<file path="config.mk">
export PLATFORM = sky130hd
export DESIGN_NAME = instruction_fetch
export DESIGN_NICKNAME = d
export VERILOG_FILES = /design/src/rtl/instruction_fetch.sv
export SDC_FILE = /design/constraint.sdc
export NUM_CORES = 1
export LEC_CHECK = 0
export ABC_AREA = 0
export CORE_MARGIN = 10
export CORE_UTILIZATION = 25
export DETAILED_ROUTE_END_ITERATION = 8
export DONT_BUFFER_PORTS = 1
export PLACE_DENSITY = 0.5
export SYNTH_ARGS = -nofsm -noshare
export SYNTH_HDL_FRONTEND = slang
export SYNTH_SLANG_ARGS = --single-unit
</file>
<file path="constraint.sdc">
create_clock -name clk -period 1.7 [get_ports clk]
set_clock_uncertainty 0.05 [all_clocks]
set_input_delay 0.34 -clock clk [delete_from_list [all_inputs] [get_ports clk]]
set_output_delay 0.34 -clock clk [all_outputs]
set_load 0.01 [all_outputs]
</file>
<file path="src/rtl/instruction_fetch.sv">
// Fetch stage: owns the word-addressed PC, reads instruction memory combinationally and
// registers {pc, instruction} into an IF/ID slot handed to decode via valid/ready.
module instruction_fetch #(
  parameter int ADDR_W     = 32,
  parameter int DATA_W     = 32,
  parameter int RESET_PC   = 0,
  parameter int IMEM_DEPTH = 32,
  parameter int CNT_W      = 16
) (
  input  logic              clk,
  input  logic              rst,
  output logic [ADDR_W-1:0] pc_address,
  input  logic [DATA_W-1:0] instruction_set,
  input  logic              branch_taken,
  input  logic [ADDR_W-1:0] branch_target,
  input  logic              id_ready,
  output logic              if_valid,
  output logic [DATA_W-1:0] if_instr,
  output logic [ADDR_W-1:0] if_pc,
  output logic              halted,
  output logic [CNT_W-1:0]  fetch_count
);

  localparam logic [1:0] ST_BOOT  = 2'd0;
  localparam logic [1:0] ST_FETCH = 2'd1;
  localparam logic [1:0] ST_HALT  = 2'd2;

  localparam logic [ADDR_W-1:0] PC_RESET = ADDR_W'(RESET_PC);
  localparam logic [ADDR_W-1:0] PC_LAST  = ADDR_W'(IMEM_DEPTH - 1);
  localparam logic [ADDR_W-1:0] PC_LIMIT = ADDR_W'(IMEM_DEPTH);

  function automatic logic [CNT_W-1:0] sat_inc(input logic [CNT_W-1:0] c);
    return (&c) ? c : c + CNT_W'(1);
  endfunction

  logic [1:0]        state;
  logic [ADDR_W-1:0] pc_p0;
  logic [DATA_W-1:0] instr_p1;
  logic [ADDR_W-1:0] pc_p1;
  logic              vld_p1;
  logic [CNT_W-1:0]  cnt;
  logic              accept;
  logic              slot_free;

  assign accept    = vld_p1 & id_ready;
  assign slot_free = ~vld_p1 | id_ready;

  // p0: PC drives memory; p1: IF/ID register toward decode
  always_ff @(posedge clk or negedge rst) begin
    if (!rst) begin
      state    <= ST_BOOT;
      pc_p0    <= PC_RESET;
      instr_p1 <= '0;
      pc_p1    <= '0;
      vld_p1   <= 1'b0;
      cnt      <= '0;
    end else if (branch_taken) begin
      // Redirect flushes the slot regardless of decode readiness
      pc_p0  <= branch_target;
      vld_p1 <= 1'b0;
      state  <= (branch_target >= PC_LIMIT) ? ST_HALT : ST_FETCH;
    end else begin
      case (state)
        ST_BOOT: state <= ST_FETCH;
        ST_FETCH: begin
          if (slot_free) begin
            instr_p1 <= instruction_set;
            pc_p1    <= pc_p0;
            vld_p1   <= 1'b1;
            cnt      <= sat_inc(cnt);
            if (pc_p0 == PC_LAST) state <= ST_HALT;
            else                  pc_p0 <= pc_p0 + ADDR_W'(1);
          end
        end
        ST_HALT: if (accept) vld_p1 <= 1'b0;
        default: state <= ST_BOOT;
      endcase
    end
  end

  assign pc_address  = pc_p0;
  assign if_valid    = vld_p1;
  assign if_instr    = instr_p1;
  assign if_pc       = pc_p1;
  assign halted      = (state == ST_HALT);
  assign fetch_count = cnt;

endmodule

</file>
* Word level (Yosys, flattened, before mapping) *
Cells that the tools add are included.

word-level totals
  bits of input ports = 68
  latch bits = 0
  register bits = 115
  memory bits (read-only) = 0
  memories kept = 0
  memory bits (writable) = 0

operators by class
  equality and inequality tests = 8
  add/subtract/negate cells = 2
  bitwise gates (word level) = 5
  shift-type cells = 0
  $mul = 0
  muxes and demuxes = 13
  reduce and logical (&&, ||, !) cells = 10
  divide/modulo/power cells = 0
  magnitude comparators = 1

operators by type and width
  cell                     number
  $mux W32                 4
  $add A32 B1 Y32 const B  1
  $eq A32 B5 Y1 const B    1
  $ge A32 B6 Y1 const B    1
  $add A16 B1 Y16 const B  1
  $reduce_and A16 Y1       1
  $reduce_and A3 Y1        4
  $mux W2                  4
  $ne A3 B3 Y1 const B     2
  $pmux W2 S3              1
  $ne A2 B2 Y1 const B     2
  $reduce_and A4 Y1        1
  $reduce_bool A2 Y1       2
  $mux W1                  3
  $ne A3 B2 Y1 const B     1
  $not A1 Y1               3
  $reduce_bool A3 Y1       1
  $eq A2 B1 Y1 const B     1
  $eq A2 B2 Y1 const B     1
  $logic_not A2 Y1         1
  $pmux W1 S2              1
  $and A1 B1 Y1            1
  $or A1 B1 Y1             1

* Longest topological paths before layout *
Gate-level depths: netlist of the first run.

  depth in word-level cells = 5
  depth in mapped cells = 8
  gate-level depth less buffers = 6

* Least setup slack after synthesis of the first run *
No wires, ideal clock.

  kind = register to register
  start = reg pc_p0[0] (netlist: pc_address[0])
  end = reg pc_p0[18] (netlist: pc_address[18])
  buffers on the path = 1
  stages on the path, launching flop included = 8
  setup slack = -247 ps
  arrival time = 1,773 ps
  path through = dfrtp_1 > ha_1 > nand3_1 > nor4_4 > buf_2 > nand4_1 > xnor2_1 > mux2_2

between the ends
  longest elaborated chain between the ends = 5
  elaborated cells between the ends (all ways) = 8

ends and longest elaborated chain
  item                    RTL line  RTL
  from (decl)             37        logic [ADDR_W-1:0] pc_p0;
  from (signal assigned)  59        pc_p0 <= branch_target;
  from (signal assigned)  72        else pc_p0 <= pc_p0 + ADDR_W'(1);
  $add A32 B1 Y32         72
  $mux W32                71        if (pc_p0 == PC_LAST) state <= ST_HALT;
  $mux W32                66        if (slot_free) begin
  $mux W32                63        case (state)
  $mux W32                57        end else if (branch_taken) begin

Parallel ways exist; a longest one is shown, timed or not. The select of a mux whose other input is x is not followed.
A chain may end at the register's enable or synchronous reset.

* Final worst setup path of the first run *
  start = reg vld_p1 (netlist: if_valid)
  end = reg cnt[14] (netlist: fetch_count[14])

between the ends
  longest elaborated chain between the ends = 3

ends and longest elaborated chain
  item                         RTL line  RTL
  from (decl)                  40        logic vld_p1;
  from (signal assigned)       55        vld_p1 <= 1'b0;
  from (signal assigned)       60        vld_p1 <= 1'b0;
  from (signal assigned)       69        vld_p1 <= 1'b1;
  $not A1 Y1                   46        assign slot_free = ~vld_p1 | id_ready;
  $or A1 B1 Y1                 46
  $reduce_and A4 Y1 (no line)  -
  to (signal assigned)         70        cnt <= sat_inc(cnt);
  to (decl)                    41        logic [CNT_W-1:0] cnt;

Every way passes these cells.

==> qor.yml, run 1 <==
worst_setup_path:
  critPathLaunchType: "flop"
  worstPathArrival_ns: 2.04
  cp.required_ns: 1.94
  cpPeakStageDelay_ns: 0.46
  path_class: "reg2reg"
  critical_path.max_fanout: 6
  crit_chain: "nor2b_4 > or3_4 > a2111oi_4 > nand3_1 > xnor2_1"
  worstSetupEndpointType: "flop"
  ff2ff_setup_slack_ns: -0.1
  cpMaxStageDelayCell: "or3_4"
yosys:
  synth_simple_gate_area_frac: 0.149
  syn_nets: 499
  syn_area_um2: 5270
  avgSynthCellArea_um2: 12.3
  yosys_most_used_dff: "dfrtp_1"
  synth_top_family_by_area: "simple AND/OR/NAND/NOR gates"
  synth_compound_area_frac: 0.0487
  yosysSeqAreaShare: 0.546
  synth_edf_count: 0
  async_flop_share: 1.00
  syn-instance-count: 429
  synth_cell_types: 42
  ys_warn_count: 0
  synthMuxAreaShare: 0.147
  ys_seq_elements: 115
  synth_xor_xnor_area_share: 0.0748
  synth_adder_area_share: 0.00475
layout:
  area_growth_syn_to_layout_pct: 36.4
  nets: 602
  nFillCells: 2115
  layout-drive-gt1-share: 0.418
  regArea_um2: 2890
  multi_input_area_um2: 2440
  insertedDiodeCount: 0
  final_util: 0.344
  design_area_um2: 7190
  fin_cells: 820
floorplan:
  coreArea_um2: 20900
  die_w_um: 165
  pin_count: 182
  initial_core_util: 0.252
  fp-row-count: 53
  die_area_um2: 27300
  chipHeight_um: 165
power:
  pwr_density_cell_nw_per_um2: 1070
  p_int_mw: 5.68
  switching_share: 0.259
  p_comb_frac: 0.091
  p_leak_nw: 3.15
  p_switching_mw: 1.99
  pwr-share-clk: 0.489
  vdd_drop_max_v: 0.000632
  pwr-share-seq: 0.419
  p_total_mw: 7.67
global_route:
  grt_pass1_vias: 4134
  grt_pass1_wl_mm: 24.7
  track_usage: 0.119
  grt_max_degree: 116
  gr-total-overflow: 0
  antenna_found_initial: 0
placed_design:
  dp.cells: 765
  placed_cell_area_um2: 6160
  routabilityCongestion: 0.771
  dp_hpwl_mm: 12.2
  portBuffers: 0
  place_ws_ns: -0.0995
timing:
  max_slew_margin: 0.731
  finalCritPeriodShare: 1.06
  hold_viol: 116
  final-max-slew-violation-count: 0
  setup_viol_count_final: 88
  rsz0062_at_grt: "yes"
  finalCriticalPeriod_ns: 1.80
  fmax_mhz: 556
  tightest_slew_ns: 0.400
  finalWorstSetupSlack_ns: -0.0982
  hold_ws_ns: -0.437
  tns_ns: -3.76
cts:
  clk_pin_slew_worst_paths_ns: 0.06
  cts_tree: "built"
  cts_buffers: 17
  numClockSinks: 115
  clk_latency_ns: 0.41
  ctsHtreeMaxLevel: 4
  cts_buffer_depth: 2
  root_buffer: "clkbuf_16"
status:
  violations: "hold timing, setup timing"
  status: "finished, violations left"
routing:
  routed_wl_mm: 17.0
  drt_first_pass_iters: 4
  drt_iter0_drc: 192
  ant_nets: 0
  avgViaCountPerCell: 4.72
  vias: 3873
  wl_per_cell_um: 20.7
  drcViolationCount: 0
run:
  maxCapViolations: 0
hold_path:
  holdCritPathClass: "in2async"
[state kept, by name (all words and copies together) (netlist names)]
signal	flops
if_pc	32
state	2
fetch_count	16
if_instr	32
if_valid	1
pc_address	32
[timing repair]
action,in CTS,in global routing
setup endpoints to repair,96,113
pin swaps,10,18
buffers inserted,5,3
endpoints found under the hold margin,148,142
gates resized for setup,15,47
cloned,0,1
hold buffers,5,9
[area by class of cell]
type / instances / share of cell area
clock inverters: 14 / 0.0247
repair buffers: 103 / 0.124
inverters: 3 / 0.00157
flip-flops and latches: 115 / 0.401
clock buffers: 18 / 0.0611
well taps: 275 / 0.0479
multi-input cells: 292 / 0.339
[layer usage]
metal	global-route usage	wire length [um]	vias up
met1	0.129	6350	1955
met5	0	0	-
met4	0.0362	191	0
met2	0.192	8380	142
li1	-	-	1760
met3	0.0716	2090	16
[worst max-delay path, delay by kind of cell (launching register included)]
family / cells / cell delay (ns)
AO/OA/AOI/OAI: 1 / 0.31
flip-flops: 1 / 0.38
XOR/XNOR: 1 / 0.15
AND/OR/NAND/NOR: 3 / 0.79
[cell usage after synthesis, drive strengths merged, types with 9 or more instances]
cell	count	area (um^2)
xnor2	17	149
xor2	28	245
and3	9	56.3
nand4	26	163
nand3	14	82.6
mux2	68	766
nor4	16	136
buf	13	123
dfrtp	115	2880
nand2	41	154
o21ai	32	160
[placed cells by master (no fill, tap or decap), drive strengths merged, types with 5 or more instances in the layout]
cell type / synthesis / final
xnor2: 17 / 17
nand3: 14 / 14
nand2: 41 / 41
clkinv: 1 / 5
dfrtp: 115 / 115
xor2: 28 / 28
mux2: 68 / 68
and4: 6 / 6
buf: 13 / 90
inv: 2 / 5
clkbuf: 6 / 18
nor4: 16 / 16
o21ai: 32 / 32
nor2: 6 / 6
and3: 9 / 9
dlygate4sd3: 0 / 13
nand4: 26 / 26
[kinds of logic (layout without fill, tap and decap cells)]
group	count (synthesis)	count (layout)
flops	115	115
compound gates	42	42
mux	69	69
simple gates	134	134
buf+inv	22	138
xor+xnor	45	45
fa+ha+maj	2	2
[power by group through the flow]
stage,combinational [mW],clock (mW),sequential (mW)
CTS,0.654,3.86,3.22
finish,0.701,3.75,3.22
floorplan,0.282,0,3.28
detailed placement,0.624,0,3.26
global placement,0.602,0,3.26
global route,0.772,4.00,3.25
[worst paths after layout]
| kind | startpoint | end | cells after the start |
|---|---|---|---|
| worst min-delay path | rst | if_pc[22] | 0 |
| max in group asynchronous | rst | fetch_count[4] | 0 |
| worst max-delay path | if_valid | fetch_count[14] | 5 |
| min in group clk | branch_target[23] | pc_address[23] | 2 |
| worst min register to register | state[1] | state[0] | 2 |
| worst max register to register | if_valid | fetch_count[14] | 5 |
(Power assumes the default switching activity.)
==> run 2: changes to the inputs <==
--- a/config.mk
+++ b/config.mk
@@ -11,6 +11,7 @@
 export DETAILED_ROUTE_END_ITERATION = 8
 export DONT_BUFFER_PORTS = 1
 export PLACE_DENSITY = 0.5
+export SLEW_MARGIN = 10
 export SYNTH_ARGS = -nofsm -noshare
 export SYNTH_HDL_FRONTEND = slang
 export SYNTH_SLANG_ARGS = --single-unit
==> results of run 2 <==
Final layout, timing and power as in run 1 (identical DEF).
